$ cat src/rtl/mem_loader_pkg.sv
// Shared definitions for the memory loader: controller states, depth default
// and the word-index to byte-address helper.
package mem_loader_pkg;

  // Default number of 32-bit words in the target memory.
  localparam int DEPTH_DEFAULT = 64;

  // Controller states, in load order.
  typedef enum logic [2:0] {
    ST_IDLE   = 3'd0,
    ST_RECV   = 3'd1,
    ST_WRITE  = 3'd2,
    ST_CSUM   = 3'd3,
    ST_VERIFY = 3'd4,
    ST_DONE   = 3'd5
  } state_t;

  // Word index to word-aligned byte address (low two bits always zero).
  function automatic logic [31:0] word_addr(input logic [31:0] idx);
    return idx << 2;
  endfunction

endpackage

$ cat src/rtl/mem_loader_if.sv
// Handshake and memory bus of the loader: byte stream in, control in,
// memory write/read port and status out.
interface mem_loader_if #(
  parameter int CW = 7
);
  logic          start;
  logic [CW-1:0] count;
  logic          in_valid;
  logic [7:0]    in_data;
  logic          in_ready;
  logic          we;
  logic [31:0]   a;
  logic [31:0]   wd;
  logic [31:0]   rd;
  logic          cpu_hold;
  logic          done;
  logic          err;

  // Environment side: issues loads, feeds bytes, models the memory.
  modport master (
    output start, count, in_valid, in_data, rd,
    input  in_ready, we, a, wd, cpu_hold, done, err
  );

  // Loader side.
  modport slave (
    input  start, count, in_valid, in_data, rd,
    output in_ready, we, a, wd, cpu_hold, done, err
  );
endinterface

$ cat src/rtl/mem_loader_byte_packer.sv
// Purpose: assembles four accepted bytes into a little-endian 32-bit word.
// Latency: word is presented combinationally together with the 4th byte.
// Backpressure: none of its own; only counts bytes the owner says were accepted.
module mem_loader_byte_packer (
  input  logic        clk,
  input  logic        reset,
  input  logic        i_clr,
  input  logic        i_vld,
  input  logic [7:0]  i_data,
  output logic        o_last,
  output logic [31:0] o_word
);

  logic [1:0]  r_cnt;
  logic [23:0] r_lo;

  // Byte counter plus storage for the three low byte lanes; the top lane is
  // taken straight from the bus on the completing byte.
  always_ff @(posedge clk or posedge reset) begin
    if (reset) begin
      r_cnt <= 2'd0;
      r_lo  <= 24'd0;
    end else if (i_clr) begin
      r_cnt <= 2'd0;
    end else if (i_vld) begin
      r_cnt <= r_cnt + 2'd1;
      case (r_cnt)
        2'd0:    r_lo[7:0]   <= i_data;
        2'd1:    r_lo[15:8]  <= i_data;
        2'd2:    r_lo[23:16] <= i_data;
        default: ;
      endcase
    end
  end

  assign o_last = (r_cnt == 2'd3);
  assign o_word = {i_data, r_lo};

endmodule

$ cat src/rtl/mem_loader.sv
// Purpose: loads a checksummed little-endian byte stream into word memory,
// verifies it by reading back, and releases the CPU hold on success.
// Latency/backpressure: one WRITE cycle per word with in_ready low, count read cycles to verify.
module mem_loader
  import mem_loader_pkg::*;
#(
  parameter int DEPTH = DEPTH_DEFAULT,
  parameter int CW    = $clog2(DEPTH) + 1
) (
  input  logic         clk,
  input  logic         reset,
  mem_loader_if.slave  bus
);

  state_t        r_state;
  logic [CW-1:0] r_count;
  logic [CW-1:0] r_idx;
  logic [31:0]   r_sum;
  logic [31:0]   r_csum;
  logic          r_in_ready;
  logic          r_we;
  logic [31:0]   r_a;
  logic [31:0]   r_wd;
  logic          r_done;
  logic          r_err;
  logic          r_cpu_hold;

  logic          w_xfer;
  logic          w_last;
  logic [31:0]   w_word;
  logic          w_count_ok;
  logic          w_can_start;
  logic          w_start_ok;
  logic          w_idx_last;
  logic [31:0]   w_sum_next;
  logic          w_sum_bad;

  assign w_xfer      = bus.in_valid & r_in_ready;
  assign w_count_ok  = (bus.count != '0) && (bus.count <= CW'(DEPTH));
  assign w_can_start = (r_state == ST_IDLE) || (r_state == ST_DONE);
  assign w_start_ok  = w_can_start && bus.start && w_count_ok;
  assign w_idx_last  = (r_idx == r_count - CW'(1));
  assign w_sum_next  = r_sum + bus.rd;
  assign w_sum_bad   = (w_sum_next != r_csum);

  mem_loader_byte_packer byte_packer (
    .clk    (clk),
    .reset  (reset),
    .i_clr  (w_start_ok),
    .i_vld  (w_xfer),
    .i_data (bus.in_data),
    .o_last (w_last),
    .o_word (w_word)
  );

  // Load controller; every bus output is registered alongside the state so
  // outputs change exactly when the state does.
  always_ff @(posedge clk or posedge reset) begin
    if (reset) begin
      r_state    <= ST_IDLE;
      r_count    <= '0;
      r_idx      <= '0;
      r_sum      <= '0;
      r_csum     <= '0;
      r_in_ready <= 1'b0;
      r_we       <= 1'b0;
      r_a        <= '0;
      r_wd       <= '0;
      r_done     <= 1'b0;
      r_err      <= 1'b0;
      r_cpu_hold <= 1'b1;
    end else begin
      case (r_state)
        ST_IDLE, ST_DONE: begin
          if (bus.start) begin
            r_cpu_hold <= 1'b1;
            if (w_count_ok) begin
              r_state    <= ST_RECV;
              r_count    <= bus.count;
              r_idx      <= '0;
              r_sum      <= '0;
              r_err      <= 1'b0;
              r_done     <= 1'b0;
              r_in_ready <= 1'b1;
            end else begin
              // Bad length: fail straight away without touching memory.
              r_state <= ST_DONE;
              r_done  <= 1'b1;
              r_err   <= 1'b1;
            end
          end
        end

        ST_RECV: begin
          if (w_xfer && w_last) begin
            r_state    <= ST_WRITE;
            r_in_ready <= 1'b0;
            r_we       <= 1'b1;
            r_a        <= word_addr(32'(r_idx));
            r_wd       <= w_word;
          end
        end

        ST_WRITE: begin
          r_we       <= 1'b0;
          r_a        <= '0;
          r_wd       <= '0;
          r_idx      <= r_idx + CW'(1);
          r_in_ready <= 1'b1;
          r_state    <= w_idx_last ? ST_CSUM : ST_RECV;
        end

        ST_CSUM: begin
          if (w_xfer && w_last) begin
            r_state    <= ST_VERIFY;
            r_csum     <= w_word;
            r_idx      <= '0;
            r_in_ready <= 1'b0;
            r_a        <= '0;
          end
        end

        ST_VERIFY: begin
          // Read back one word per cycle and accumulate it modulo 2^32.
          r_sum <= w_sum_next;
          if (w_idx_last) begin
            r_state    <= ST_DONE;
            r_a        <= '0;
            r_done     <= 1'b1;
            r_err      <= w_sum_bad;
            r_cpu_hold <= w_sum_bad;
          end else begin
            r_idx <= r_idx + CW'(1);
            r_a   <= word_addr(32'(r_idx + CW'(1)));
          end
        end

        default: r_state <= ST_IDLE;
      endcase
    end
  end

  assign bus.in_ready = r_in_ready;
  assign bus.we       = r_we;
  assign bus.a        = r_a;
  assign bus.wd       = r_wd;
  assign bus.done     = r_done;
  assign bus.err      = r_err;
  assign bus.cpu_hold = r_cpu_hold;

endmodule

$ cat src/flat_wrapper.sv
// flat-port wrapper written by rule: the top's interface ports become plain ports
module mem_loader_flat import mem_loader_pkg::*;
#(
  parameter int DEPTH = DEPTH_DEFAULT,
  parameter int CW    = $clog2(DEPTH) + 1
)
  (clk, reset, bus_start, bus_count, bus_in_valid, bus_in_data, bus_rd, bus_in_ready, bus_we, bus_a, bus_wd, bus_cpu_hold, bus_done, bus_err);
  mem_loader_if #(.CW(CW)) bus_i ();
  input  logic clk;
  input  logic reset;
  input wire logic [$bits(bus_i.start)-1:0] bus_start;
  input wire logic [$bits(bus_i.count)-1:0] bus_count;
  input wire logic [$bits(bus_i.in_valid)-1:0] bus_in_valid;
  input wire logic [$bits(bus_i.in_data)-1:0] bus_in_data;
  input wire logic [$bits(bus_i.rd)-1:0] bus_rd;
  output wire logic [$bits(bus_i.in_ready)-1:0] bus_in_ready;
  output wire logic [$bits(bus_i.we)-1:0] bus_we;
  output wire logic [$bits(bus_i.a)-1:0] bus_a;
  output wire logic [$bits(bus_i.wd)-1:0] bus_wd;
  output wire logic [$bits(bus_i.cpu_hold)-1:0] bus_cpu_hold;
  output wire logic [$bits(bus_i.done)-1:0] bus_done;
  output wire logic [$bits(bus_i.err)-1:0] bus_err;
  assign bus_i.start = bus_start;
  assign bus_i.count = bus_count;
  assign bus_i.in_valid = bus_in_valid;
  assign bus_i.in_data = bus_in_data;
  assign bus_i.rd = bus_rd;
  assign bus_in_ready = bus_i.in_ready;
  assign bus_we = bus_i.we;
  assign bus_a = bus_i.a;
  assign bus_wd = bus_i.wd;
  assign bus_cpu_hold = bus_i.cpu_hold;
  assign bus_done = bus_i.done;
  assign bus_err = bus_i.err;
  mem_loader #(.DEPTH(DEPTH), .CW(CW)) u_core (.clk(clk), .reset(reset), .bus(bus_i));
endmodule
$ cat config.mk
export PLATFORM = sky130hd
export DESIGN_NAME = mem_loader_flat
export DESIGN_NICKNAME = d
export VERILOG_FILES = /design/src/rtl/mem_loader_pkg.sv /design/src/rtl/mem_loader_if.sv /design/src/rtl/mem_loader_byte_packer.sv /design/src/rtl/mem_loader.sv /design/src/flat_wrapper.sv
export SDC_FILE = /design/constraint.sdc
export NUM_CORES = 1
export LEC_CHECK = 0
export BUFFER_PORTS_ARGS = -buffer_cell sky130_fd_sc_hd__buf_2
export CORE_UTILIZATION = 45
export DETAILED_ROUTE_END_ITERATION = 6
export GPL_ROUTABILITY_DRIVEN = 0
export PLACE_DENSITY_LB_ADDON = 0.3
export SLEW_MARGIN = 20
export SYNTH_ARGS = -nofsm -noshare
export SYNTH_HDL_FRONTEND = slang
export SYNTH_SLANG_ARGS = --single-unit
$ cat constraint.sdc
create_clock -name clk -period 12.6 [get_ports clk]
set_clock_uncertainty 0.1 [all_clocks]
set_input_delay 2.52 -clock clk [delete_from_list [all_inputs] [get_ports clk]]
set_output_delay 2.52 -clock clk [all_outputs]
set_load 0.05 [all_outputs]
* After elaboration in Yosys (flattened, before gate mapping) *
Index checks and enable logic that the tools add are counted.

word-level totals
  input bits = 51
  register bits after elaboration = 176
  logic and storage cells = 106

cells by class
  $add $sub $neg = 5
  bitwise operators = 2
  multiplexer cells = 37
  magnitude comparators = 1
  reductions and logical operators = 28
  equality and inequality tests = 17

operator list
  cell                                              number
  2-to-1 mux 32 bit                                 6
  one-hot mux 32 bit (2 select lines)               2
  one-hot mux 32 bit (4 select lines)               1
  adder 32 bit                                      1
  != test 32 bit                                    1
  2-to-1 mux 7 bit                                  4
  one-hot mux 7 bit (4 select lines)                1
  AND reduction 3 bit                               7
  2-to-1 mux 3 bit                                  5
  one-hot mux 3 bit (5 select lines)                1
  != test 2 x 1 -> 1 bit, second input constant     5
  2-to-1 mux 1 bit                                  9
  adder 7 x 1 -> 8 bit, second input constant       1
  one-hot mux 1 bit (2 select lines)                4
  AND reduction 4 bit                               2
  nonzero test 4 bit                                2
  adder 7 x 1 -> 7 bit, second input constant       1
  == test 7 bit                                     1
  <= comparator 7 bit, second input constant        1
  nonzero test 7 bit                                1
  subtractor 7 x 1 -> 7 bit, second input constant  1
  == test 3 x 2 -> 1 bit, second input constant     2
  == test 3 bit, second input constant              2
  2-to-1 mux 2 bit                                  3
  other kinds (17)                                  26

* Logic depth before layout (Yosys ltp) *
  word-level depth = 6
  mapped depth = 13

* By module *
A second synthesis with hierarchy kept.

unflattened totals
  cells, all modules = 1003
  area, all modules = 9307.7 um^2

by module, submodules not included
  module                  area an instance (um^2)  instances  cells each  seq. area each (um^2)
  mem_loader              8164.1                   1          930         3154.3
  mem_loader_byte_packer  1143.6                   1          73          650.6

* Least setup slack after synthesis *
Ideal clock, no wire load.

  path kind = input to register
  start = in bus_rd[0]
  end = reg u_core.r_err (netlist: u_core.bus.err)
  setup time = 0.122 ns
  slack = 7.298 ns
  arrival time = 5.080 ns
  buffers on the path = 0
  cell stages on the path = 13
  path through = ha_1 -> inv_1 -> fa_1 -> nand2b_1 -> a21o_1 -> a21oi_1 -> nor2_1 -> o31a_1 -> xnor3_1 -> or4_4 -> nor4b_2 -> and4_1 -> nor2_1

between the ends
  word-level cells in the longest chain between the ends = 4

RTL lines
  what                                line                RTL
  from (decl)                         flat_wrapper.sv:15  input wire logic [$bits(bus_i.rd)-1:0] bus_rd;
  adder 32 bit                        mem_loader.sv:43    assign w_sum_next = r_sum + bus.rd;
  != test 32 bit                      mem_loader.sv:44    assign w_sum_bad = (w_sum_next != r_csum);
  2-to-1 mux 1 bit                    mem_loader.sv:126   if (w_idx_last) begin
  one-hot mux 1 bit (2 select lines)  mem_loader.sv:73    case (r_state)
  to (signal assigned)                mem_loader.sv:130   r_err <= w_sum_bad;
  to (decl)                           mem_loader.sv:25    logic r_err;

No other way between the ends. The select of a mux whose other input is x is not followed.
A chain may end at the register's enable or synchronous reset.

* Worst setup path in the final report *
Same ends and word-level chain as after synthesis.

==> results.md <==
- Area growth from synthesis to layout: 12.8%
- Remaining antenna violation count: 0
- Share of the synthesized area in the top cell type: 41.5%
- Share of synthesized registers carrying an async set or reset: 100%
- Final global-route overflow total: 0
- Worst slew margin relative to its limit: 37.4%
- Cell count after synthesis: 937
- Worst setup EP type: register
- Setup tns final: 0 ps
- Final-report hold violation count: 0
- Number of synthesized register bits: 152
- Pin count of the biggest net entering global routing: 88
- Kind of start point of the critical path: input port
- Starting utilization of the core area: 46.3%
- Critical Path RT: 12,810 ps
- Critical Path Max Stage Delay: 420 ps
- Vias in the first global route: 6,760
- Min setup slack post-route: 7260 ps
- Wire length of the first global-routing pass: 35.6 mm
- Post-synth EDFFs: 0
- Max frequency: 187 MHz
- Top cell type by total area after synthesis: sky130_fd_sc_hd__dfrtp_1
- Sinks on the clock net: 152
- Clock root cell: sky130_fd_sc_hd__clkbuf_16
- Total standard cell area after synthesis: 9100 um^2
- Total detailed-routing wirelength: 21.8 mm
- Setup repair after global routing missed its margin: false
- Critical Path, Cell by Cell: buf_2 > ha_1 > inv_1 > fa_1 > nand2b_1 > a21o_1 > a21oi_1 > nor2_1 > o31a_1 > xnor3_1 > or4_4 > nor4b_2 > and4_1 > nor2_1
- Port Buffers: 95
- Vias: 7,087
- Core outline area: 19,700 um^2
- Vias per inst: 5.51
- Synth warn: 0
- Number of CTS-inserted buffers: 17
- Maximum fanout along the worst path: 3
- Leading post-synthesis cells by instance count: sky130_fd_sc_hd__dfrtp_1, sky130_fd_sc_hd__nand2_1, sky130_fd_sc_hd__o21ai_0, sky130_fd_sc_hd__a21oi_1
- Max-cap viol count: 0
- Most repeated cell in the gate-level netlist after synthesis: sky130_fd_sc_hd__dfrtp_1
- Main area contributors after synthesis: sky130_fd_sc_hd__dfrtp_1, sky130_fd_sc_hd__nand2_1, sky130_fd_sc_hd__ha_1, sky130_fd_sc_hd__o21ai_0, sky130_fd_sc_hd__mux2_1
- Number of library cell types mapped by synthesis: 90
- Wire per inst: 17.0 um
- Worst setup slack before clock tree synthesis: 6880 ps
- Max rail drop VDD: 0.163 mV
- Mean area per synthesized cell: 9.72 um^2
- Number of gates resized after CTS: 0
- Global-route total usage across every layer: 22.4%
- Pre-Repair DR Iteration Count: 5
- Delay-heaviest family, CP: simple AND/OR/NAND/NOR gates
- Standby leakage power: 4.78 nW
- Commonest register cell after synthesis: sky130_fd_sc_hd__dfrtp_1
- Maximum buffer depth of the clock tree: 2
- Vertical die dimension: 144 um
- Drt first-iter violations: 453
- Finish-stage setup viols: 0
- Max stage delay cell, worst path: sky130_fd_sc_hd__or4_4
- Sequential area share after synthesis: 41.8%
- Ratio of total power to cell area: 276 nW/um^2
- Clock tree from TritonCTS: done
- Critical path start-end classification: in2reg
- Area post-placement: 9670 um^2
- Number of standard-cell rows in the floorplan: 51
- Buffers inserted during post-CTS setup optimization: 0
- Buffers plus inverters on the worst setup path: 2
- Fraction of layout instances using a drive strength above 1: 18.9%
- Net count of the finished layout: 1,097
- Post-route standard cell area excluding fillers: 10,300 um^2
- Max Transition Viols Final: 0
- Core occupancy in the finished layout: 52.3%
- Result of the run: finished clean
- Fin crit share: 42.4%
- Estimated wirelength of the detail-placed design: 16.1 mm
- Number of antenna violations at the first check in global routing: 0
- Clock latency reported for the late side of the worst-skew pair: 430 ps
- Die width: 144 um
- CTS clk-pin slew, worst paths: 70 ps
- Worst min-delay path category: reg2reg
- Count of hold-fix buffers inserted at cts: 0
- Count of antenna diodes in the layout: 0
- CP dominant cell by count: sky130_fd_sc_hd__nor2_1
- Die area: 20,800 um^2
- Critical Path AT: 5550 ps
- Remaining DRCs: 0
- Worst-margin pin slew: 940 ps
- Post-layout minimum cycle time: 5340 ps
- Count of pins on the block boundary: 120
- Number of H-tree branching levels: 4
## routing by layer
layer  share of wire, %  track usage [%]
met1                 49             32.4
met2                 45             34.1
met3                4.8             4.30
met4                1.5             6.04
met5                  0                0
## state kept, by name, summed over array words and instances, names as in the netlist
register / count
u_core.bus.wd: 32
u_core.r_csum: 32
u_core.r_sum: 32
u_core.byte_packer.r_lo: 24
u_core.bus.a: 8
u_core.r_count: 7
u_core.r_idx: 7
u_core.r_state: 3
u_core.byte_packer.r_cnt: 2
u_core.bus.cpu_hold: 1
u_core.bus.done: 1
u_core.bus.err: 1
u_core.bus.in_ready: 1
u_core.bus.we: 1
## kinds of logic (layout without fill, tap and decap cells)
group	Yosys count	after routing	synth area share, %
and+or+nand+nor	283	283	15.2
adders and majority gates	39	39	5.42
other	1	24	0.0412
DFF	152	152	41.8
xor gates and xnor gates	66	66	7.72
muxes	62	62	7.67
buffers and inverters	93	154	5.14
AOI/OAI and AO/OA	241	241	17.0
## worst paths after layout
check / startpoint / to / slack [ps] / cells past startpoint
max: bus_rd[0] / u_core.bus.err / 7260 / 14
min: u_core.bus.we / u_core.bus.we / 380 / 1
max reg2reg: u_core.r_sum[0] / u_core.bus.err / 9060 / 13
min reg2reg: u_core.bus.we / u_core.bus.we / 380 / 1
max in group asynchronous: reset / u_core.r_idx[6] / 8920 / 3
min in group asynchronous: reset / u_core.bus.we / 2140 / 2
## placed cells by master (no fill, tap or decap), types with 6 or more instances in the layout
cell type / n
sky130_fd_sc_hd__mux2_1: 32
sky130_fd_sc_hd__a31oi_1: 6
sky130_fd_sc_hd__nor3_1: 15
sky130_fd_sc_hd__nand3_1: 17
sky130_fd_sc_hd__nor2_1: 37
sky130_fd_sc_hd__buf_4: 6
sky130_fd_sc_hd__inv_1: 18
sky130_fd_sc_hd__nand4_1: 13
sky130_fd_sc_hd__clkbuf_16: 17
sky130_fd_sc_hd__conb_1: 24
sky130_fd_sc_hd__a21oi_1: 49
sky130_fd_sc_hd__and3_1: 7
sky130_fd_sc_hd__dfrtp_1: 151
sky130_fd_sc_hd__nor4_1: 6
sky130_fd_sc_hd__xnor2_1: 23
sky130_fd_sc_hd__a21o_1: 13
sky130_fd_sc_hd__xor2_1: 34
sky130_fd_sc_hd__mux2_2: 30
sky130_fd_sc_hd__nand2_1: 127
sky130_fd_sc_hd__o21ai_0: 82
sky130_fd_sc_hd__xnor3_1: 8
sky130_fd_sc_hd__a22o_1: 12
sky130_fd_sc_hd__and2_1: 10
sky130_fd_sc_hd__buf_2: 95
sky130_fd_sc_hd__o21ai_1: 19
sky130_fd_sc_hd__ha_1: 37
sky130_fd_sc_hd__nand2b_1: 15
## final cells by class
| cell class | count | area [um^2] |
|---|---|---|
| Clock buffer | 18 | 439 |
| Timing Repair Buffer | 101 | 520 |
| Multi-Input combinational cell | 715 | 4930 |
| Sequential cell | 152 | 3800 |
| Fill cell | 1820 | 9380 |
| Clock inverter | 14 | 165 |
| Tap cell | 265 | 332 |
| Inverter | 21 | 83.8 |
## power by group
group / switching [mW] / leakage (nW) / internal, mW
clock network: 0.221 / 0.298 / 0.302
registers: 0.167 / 1.93 / 0.695
logic: 0.907 / 2.56 / 0.549
total: 1.29 / 4.78 / 1.55
## stage by stage
step | instances | hold slack, ps | power, mW
2_1_floorplan | 960 | 354 | 1.98
5_1_grt | 1286 | 398 | 3.04
3_3_place_gp | 1254 | 360 | 2.28
3_5_place_dp | 1254 | 367 | 2.31
4_1_cts | 1286 | 382 | 2.85
6_report | 1286 | 380 | 2.84
No activity file was read; power rests on OpenSTA's default activity.
